**src/rtl/date_pkg.sv**
```systemverilog
// ============================================================================
// Module   : date_pkg
// Brief    : BCD calendar constants and digit helpers shared by the date stage.
// Revision : 1.0
// ============================================================================
`default_nettype none

package date_pkg;

    localparam logic [7:0] MON_JAN = 8'h01;
    localparam logic [7:0] MON_FEB = 8'h02;
    localparam logic [7:0] MON_MAR = 8'h03;
    localparam logic [7:0] MON_APR = 8'h04;
    localparam logic [7:0] MON_MAY = 8'h05;
    localparam logic [7:0] MON_JUN = 8'h06;
    localparam logic [7:0] MON_JUL = 8'h07;
    localparam logic [7:0] MON_AUG = 8'h08;
    localparam logic [7:0] MON_SEP = 8'h09;
    localparam logic [7:0] MON_OCT = 8'h10;
    localparam logic [7:0] MON_NOV = 8'h11;
    localparam logic [7:0] MON_DEC = 8'h12;

    localparam logic [7:0] DAY_01 = 8'h01;
    localparam logic [7:0] DAY_28 = 8'h28;
    localparam logic [7:0] DAY_29 = 8'h29;
    localparam logic [7:0] DAY_30 = 8'h30;
    localparam logic [7:0] DAY_31 = 8'h31;

    localparam logic [7:0] YEAR_00 = 8'h00;
    localparam logic [7:0] YEAR_99 = 8'h99;

    // Divisible by four: even tens pair with ones 0/4/8, odd tens with 2/6.
    function automatic logic is_leap_bcd(input logic [7:0] yr);
        logic [3:0] ones;
        ones = yr[3:0];
        if (yr[4] == 1'b0) begin
            return (ones == 4'd0) || (ones == 4'd4) || (ones == 4'd8);
        end
        return (ones == 4'd2) || (ones == 4'd6);
    endfunction

    // Callers never pass 99, so the tens digit cannot overflow.
    function automatic logic [7:0] bcd_inc(input logic [7:0] v);
        if (v[3:0] == 4'd9) begin
            return {v[7:4] + 4'd1, 4'd0};
        end
        return {v[7:4], v[3:0] + 4'd1};
    endfunction

    function automatic logic [7:0] bcd_dec(input logic [7:0] v);
        if (v[3:0] == 4'd0) begin
            return {v[7:4] - 4'd1, 4'd9};
        end
        return {v[7:4], v[3:0] - 4'd1};
    endfunction

endpackage

`default_nettype wire

```
**src/rtl/date_month_len.sv**
```systemverilog
// ============================================================================
// Module   : date_month_len
// Brief    : Last day of a BCD month, taking the leap flag into account.
// Revision : 1.0
// ============================================================================
`default_nettype none

module date_month_len
    import date_pkg::*;
(
    input  logic [7:0] mon,
    input  logic       leap,
    output logic [7:0] last_day
);

    always_comb begin
        last_day = DAY_31;
        case (mon)
            MON_FEB:                            last_day = leap ? DAY_29 : DAY_28;
            MON_APR, MON_JUN, MON_SEP, MON_NOV: last_day = DAY_30;
            default:                            last_day = DAY_31;
        endcase
    end

endmodule

`default_nettype wire

```
**src/rtl/date_count.sv**
```systemverilog
// ============================================================================
// Module   : date_count
// Brief    : BCD day/month/year counter (2000-2099) with field adjustment.
// Revision : 1.0
// ============================================================================
`default_nettype none

module date_count
    import date_pkg::*;
#(
    parameter logic [7:0] PAR_RST_DAY  = 8'h01,
    parameter logic [7:0] PAR_RST_MON  = 8'h01,
    parameter logic [7:0] PAR_RST_YEAR = 8'h00
) (
    input  logic       I_SYS_CLK,
    input  logic       I_EXT_RST,
    input  logic       I_TRIG_F,
    input  logic       I_ADJ_UP,
    input  logic       I_ADJ_DOWN,
    input  logic [2:0] I_ADJ_SEL,
    output logic       O_TRIG_F,
    output logic       O_LEAP,
    output logic [3:0] O_DAYL,
    output logic [3:0] O_DAYH,
    output logic [3:0] O_MONL,
    output logic [3:0] O_MONH,
    output logic [3:0] O_YRL,
    output logic [3:0] O_YRH
);

    logic [7:0] r_day;
    logic [7:0] r_mon;
    logic [7:0] r_yr;
    logic       r_trig;

    logic [7:0] w_day_n;
    logic [7:0] w_mon_n;
    logic [7:0] w_yr_n;
    logic       w_trig_n;

    logic       w_leap;
    logic [7:0] w_last;
    logic [7:0] w_last_adj;
    logic [7:0] w_mon_step;
    logic [7:0] w_yr_step;
    logic [7:0] w_adj_mon;
    logic       w_adj_leap;
    logic       w_adj_en;
    logic       w_sel_day;
    logic       w_sel_mon;
    logic       w_sel_yr;

    assign w_leap = is_leap_bcd(r_yr);

    // Select priority day > month > year resolves multiple low bits.
    assign w_sel_day = ~I_ADJ_SEL[0];
    assign w_sel_mon =  I_ADJ_SEL[0] & ~I_ADJ_SEL[1];
    assign w_sel_yr  =  I_ADJ_SEL[0] &  I_ADJ_SEL[1] & ~I_ADJ_SEL[2];
    assign w_adj_en  = ~I_TRIG_F & (I_ADJ_UP ^ I_ADJ_DOWN);

    assign w_mon_step = I_ADJ_UP ? ((r_mon == MON_DEC) ? MON_JAN : bcd_inc(r_mon))
                                 : ((r_mon == MON_JAN) ? MON_DEC : bcd_dec(r_mon));
    assign w_yr_step  = I_ADJ_UP ? ((r_yr == YEAR_99) ? YEAR_00 : bcd_inc(r_yr))
                                 : ((r_yr == YEAR_00) ? YEAR_99 : bcd_dec(r_yr));

    // Second lookup sees the month/year as they will be after the adjust.
    assign w_adj_mon  = w_sel_mon ? w_mon_step : r_mon;
    assign w_adj_leap = w_sel_yr ? is_leap_bcd(w_yr_step) : w_leap;

    date_month_len u_len_cur (
        .mon      (r_mon),
        .leap     (w_leap),
        .last_day (w_last)
    );

    date_month_len u_len_adj (
        .mon      (w_adj_mon),
        .leap     (w_adj_leap),
        .last_day (w_last_adj)
    );

    always_comb begin
        w_day_n  = r_day;
        w_mon_n  = r_mon;
        w_yr_n   = r_yr;
        w_trig_n = 1'b0;
        if (I_TRIG_F) begin
            if (r_day == w_last) begin
                w_day_n = DAY_01;
                if (r_mon == MON_DEC) begin
                    w_mon_n = MON_JAN;
                    if (r_yr == YEAR_99) begin
                        w_yr_n   = YEAR_00;
                        w_trig_n = 1'b1;
                    end else begin
                        w_yr_n = bcd_inc(r_yr);
                    end
                end else begin
                    w_mon_n = bcd_inc(r_mon);
                end
            end else begin
                w_day_n = bcd_inc(r_day);
            end
        end else if (w_adj_en) begin
            if (w_sel_day) begin
                if (I_ADJ_UP) begin
                    w_day_n = (r_day == w_last) ? DAY_01 : bcd_inc(r_day);
                end else begin
                    w_day_n = (r_day == DAY_01) ? w_last : bcd_dec(r_day);
                end
            end else if (w_sel_mon || w_sel_yr) begin
                if (w_sel_mon) begin
                    w_mon_n = w_mon_step;
                end else begin
                    w_yr_n = w_yr_step;
                end
                // Valid BCD compares in the same order as the numbers it encodes.
                if (r_day > w_last_adj) begin
                    w_day_n = w_last_adj;
                end
            end
        end
    end

    always_ff @(posedge I_SYS_CLK) begin
        if (I_EXT_RST) begin
            r_day  <= PAR_RST_DAY;
            r_mon  <= PAR_RST_MON;
            r_yr   <= PAR_RST_YEAR;
            r_trig <= 1'b0;
        end else begin
            r_day  <= w_day_n;
            r_mon  <= w_mon_n;
            r_yr   <= w_yr_n;
            r_trig <= w_trig_n;
        end
    end

    assign O_TRIG_F = r_trig;
    assign O_LEAP   = w_leap;
    assign O_DAYL   = r_day[3:0];
    assign O_DAYH   = r_day[7:4];
    assign O_MONL   = r_mon[3:0];
    assign O_MONH   = r_mon[7:4];
    assign O_YRL    = r_yr[3:0];
    assign O_YRH    = r_yr[7:4];

endmodule

`default_nettype wire
```
**config.mk**
```make
export PLATFORM = sky130hd
export DESIGN_NAME = date_count
export DESIGN_NICKNAME = d
export VERILOG_FILES = /design/src/rtl/date_pkg.sv /design/src/rtl/date_month_len.sv /design/src/rtl/date_count.sv
export SDC_FILE = /design/constraint.sdc
export NUM_CORES = 1
export LEC_CHECK = 0
export ABC_CLOCK_PERIOD_IN_PS = 4850
export CAP_MARGIN = 0
export CELL_PAD_IN_SITES_DETAIL_PLACEMENT = 1
export CELL_PAD_IN_SITES_GLOBAL_PLACEMENT = 2
export CORE_MARGIN = 4
export CORE_UTILIZATION = 33
export CTS_CLUSTER_DIAMETER = 200
export DETAILED_ROUTE_END_ITERATION = 12
export PLACE_DENSITY_LB_ADDON = 0.1
export SYNTH_ARGS = -nofsm -noshare
export SYNTH_HDL_FRONTEND = slang
export SYNTH_SLANG_ARGS = --single-unit
```
**constraint.sdc**
```tcl
create_clock -name I_SYS_CLK -period 4.85 [get_ports I_SYS_CLK]
set_clock_uncertainty 0.1 [all_clocks]
set_input_delay 0.7275 -clock I_SYS_CLK [delete_from_list [all_inputs] [get_ports I_SYS_CLK]]
set_output_delay 0.7275 -clock I_SYS_CLK [all_outputs]
set_load 0.005 [all_outputs]
```
==> metrics.md <==
| Metric | Value |
|---|---|
| Hold buffers post-CTS | `0` |
| Max Cap Viol | `0` |
| Reg2Reg Depth | `17` |
| Sw power | `0.000232 W` |
| Area leader, netlist | `dfxtp_1` |
| Pin count of the biggest net entering global routing | `29` |
| Reg2reg end | `r_day[6]` |
| Syn Std Cell Area | `2890 sq um` |
| CP Launch Type | `flip-flop` |
| WHS Endpoint | `r_day[7]` |
| Total die area | `10,300 sq um` |
| Initial Util | `0.345` |
| Grt total ovfl | `0` |
| Num CTS Buffers | `3` |
| CTS root buffer | `clkbuf_8` |
| Post-Syn Instances | `397` |
| RD Place Congestion | `0.860` |
| Worst EP arrival | `4.45 ns` |
| Syn_area_per_cell | `7.27 sq um` |
| Crit. End Element | `flip-flop` |
| Max_slew headroom | `0.498` |
| Crit-path most repeated cell | `inv_1` |
| Logic pwr share | `0.367` |
| RSZ-0062 raised after global routing | `false` |
| Max clock buf depth | `2` |
| Iter 0 DRT Violations | `119` |
| Synth top area share | `0.173` |
| Clock share of power | `0.233` |
| DR WL/cell | `19.5 microns` |
| Initial antenna violation count | `0` |
| Critical R2R Launch | `r_mon[2]` |
| DRT Wirelength | `10,300 microns` |
| Status | `finished clean` |
| HP Start | `r_day[7]` |
| Synth area leaders | `dfxtp_1 (17%), ha_1 (6.9%), a21oi_1 (5.4%), nor2_1 (4.8%), nand2_1 (4.2%)` |
| Top-count cell post-synth | `nor2_1` |
| Post-Route Setup TNS | `0 ns` |
| DRC viols | `0` |
| Synth cell types | `77` |
| Antenna Nets Post-Route | `0` |
| Int Pwr | `0.000365 W` |
| Main synth FF type | `dfxtp_1` |
| N_diodes | `0` |
| Sw Ratio | `0.389` |
| Post-synth EDFFs | `0` |
| Crit-path slowest cell | `dfxtp_1` |
| Via-to-Cell Ratio | `6.05` |
| Clock slew at reported path FFs | `0.10 ns` |
| DR vias | `3,193` |
| CORE AREA | `8380 sq um` |
| Worst hold margin | `0.451 ns` |
| Die height | `102 microns` |
| Dpl cells | `524` |
| Final hold violations | `0` |
| PnR worst setup slack | `0.496 ns` |
| R2r setup slk | `0.50 ns` |
| First-pass GRT wire length | `17,500 microns` |
| Sequential-to-total area share from yosys stat | `0.173` |
| Slowest stage delay, CP | `0.55 ns` |
| Critical path class | `reg -> reg` |
| # port buffers | `33` |
| Final setup fails | `0` |
| Clock Latency Late Sink | `0.29 ns` |
| Sequential share of power | `0.400` |
| CP Cell Sequence | `nand4bb_1 -> inv_1 -> ha_1 -> inv_1 -> a221oi_1 -> nand4_1 -> nor2_1 -> and3_1 -> inv_1 -> ha_1 -> o21ai_0 -> a31oi_1 -> o2111ai_1 -> o2111ai_1 -> o311a_4 -> a21oi_1 -> a311oi_1` |
| Synth cell count leaders | `nor2_1 (37), nand2_1 (32), a21oi_1 (31), dfxtp_1 (25)` |
| Share of layout cells above drive strength 1 | `0.0757` |
| LEAKAGE | `1.18 nW` |
| Area grow syn2layout | `17.4%` |
| CP bufs+invs | `3` |
| Synth Warn # | `0` |
| Synthesized flop and latch total | `25` |
| Non-filler cells, final | `528` |
| Pwr per Cell Area | `176 nW/um^2` |
| Hold path depth | `1` |
| Least-Margin Pin Slew | `0.753 ns` |
| I/O pins | `34` |
| Final Max Tran Viols | `0` |
| PnR Total Power | `0.000597 W` |
| FFs w/ async S/R, synth | `0` |
| Rows | `33` |
| CP max FO | `9` |
| Sink Count | `25` |
| Delay-heaviest family, CP | `compound AO/OA/AOI/OAI gates` |
| Post-place setup slack | `0.209 ns` |
| FMAX | `0.230 GHz` |
| Synth Net Count | `421` |
| Final Cycle Share | `0.898` |
| Maximum VDD drop | `0.0923 mV` |
| Worst EP required | `4.95 ns` |
| Final Critical Period | `4.35 ns` |
| H-tree depth | `1` |
| TritonCTS clock tree | `done` |
| TritonRoute pass-1 iters | `4` |
| Die Width | `102 microns` |
| Worst hold path type | `reg -> reg` |
| Nets | `448` |
| Total global routing track utilization | `0.209` |
| Vias in the first global route | `3,265` |
| Detailed Place HPWL | `7860 microns` |
==> layer usage <==
layer  track usage  wire length, microns  up-vias
li1              -                     -     1555
met1         0.287                  4900     1576
met2         0.347                  4930       49
met3        0.0207                   272       13
met4        0.0613                   184        0
met5             0                     0        -
==> cell type report <==
class	instances	area, sq um
fill	1074	4990
multi-input combinational	321	2170
sequential	25	500
timing repair buffer	49	450
tap	105	131
inverter	24	90.1
clock buffer	3	41.3
clock inverter	1	5.00
==> how the worst max path moves through the flow <==
stage          slack, ns  depth (start not counted)         start        to
2_1_floorplan       0.88                         16  I_ADJ_SEL[0]  r_day[4]
3_3_place_gp        0.33                         16  I_ADJ_SEL[0]  r_day[4]
3_5_place_dp        0.21                         16  I_ADJ_SEL[1]  r_day[4]
4_1_cts             0.37                         16      r_mon[3]  r_day[6]
5_1_grt             0.04                         18      r_mon[2]  r_day[3]
6_report            0.50                         17      r_mon[2]  r_day[6]
==> through the flow <==
stage                     utilization  instance area (sq um)
after detailed placement        0.397                   3320
after floorplan                     -                   2890
after CTS                       0.402                   3370
after global placement          0.397                   3320
final                           0.405                   3390
after global routing            0.405                   3390
==> cells by family (layout without fill, tap and decap cells) <==
group,count (synthesis),after routing,synth area share
compound gates,132,132,0.326
xor+xnor,13,13,0.0394
fa+ha+maj,16,16,0.0693
buf+inv,51,77,0.0815
flops,25,25,0.173
mux,8,8,0.0282
simple gates,152,152,0.282
==> state kept, by name, indices dropped and copies added, names as in the netlist <==
register  flops
r_day         8
r_mon         8
r_yr          8
O_TRIG_F      1
==> worst reg2reg max path, cell delays in order, from the launching register on <==
cell       delay, ns
dfxtp_1         0.55
nand4bb_1       0.34
inv_1           0.21
ha_1            0.31
inv_1           0.04
a221oi_1        0.44
nand4_1         0.23
nor2_1          0.20
and3_1          0.21
inv_1           0.05
ha_1            0.28
o21ai_0         0.08
a31oi_1         0.16
o2111ai_1       0.12
o2111ai_1       0.26
o311a_4         0.33
a21oi_1         0.09
a311oi_1        0.25
==> power by group through the flow <==
stage | logic (W) | registers (W) | clock network, W
after floorplan | 0.000150 | 0.000231 | 0
after global placement | 0.000213 | 0.000243 | 0
after detailed placement | 0.000216 | 0.000243 | 0
after CTS | 0.000218 | 0.000238 | 0.000141
after global routing | 0.000245 | 0.000242 | 0.000153
final | 0.000220 | 0.000239 | 0.000139
==> cell usage in the layout, fill, tap and decap left out, drive strengths merged, types with 12 or more instances in the layout <==
| master | n |
|---|---|
| nor2 | 37 |
| clkdlybuf4s50 | 33 |
| nand2 | 32 |
| a21oi | 32 |
| dfxtp | 25 |
| inv | 23 |
| o21ai | 23 |
| nor3 | 16 |
| ha | 16 |
| buf | 16 |
| a211oi | 12 |
==> repair_timing <==
item / 4_1_cts / 5_1_grt
endpoints found under the hold margin: 0 / 0
setup buffers: 0 / 0
gates resized for setup: 0 / 2
endpoints found under the setup margin: 0 / 2
No activity file was read; power rests on OpenSTA's default activity.
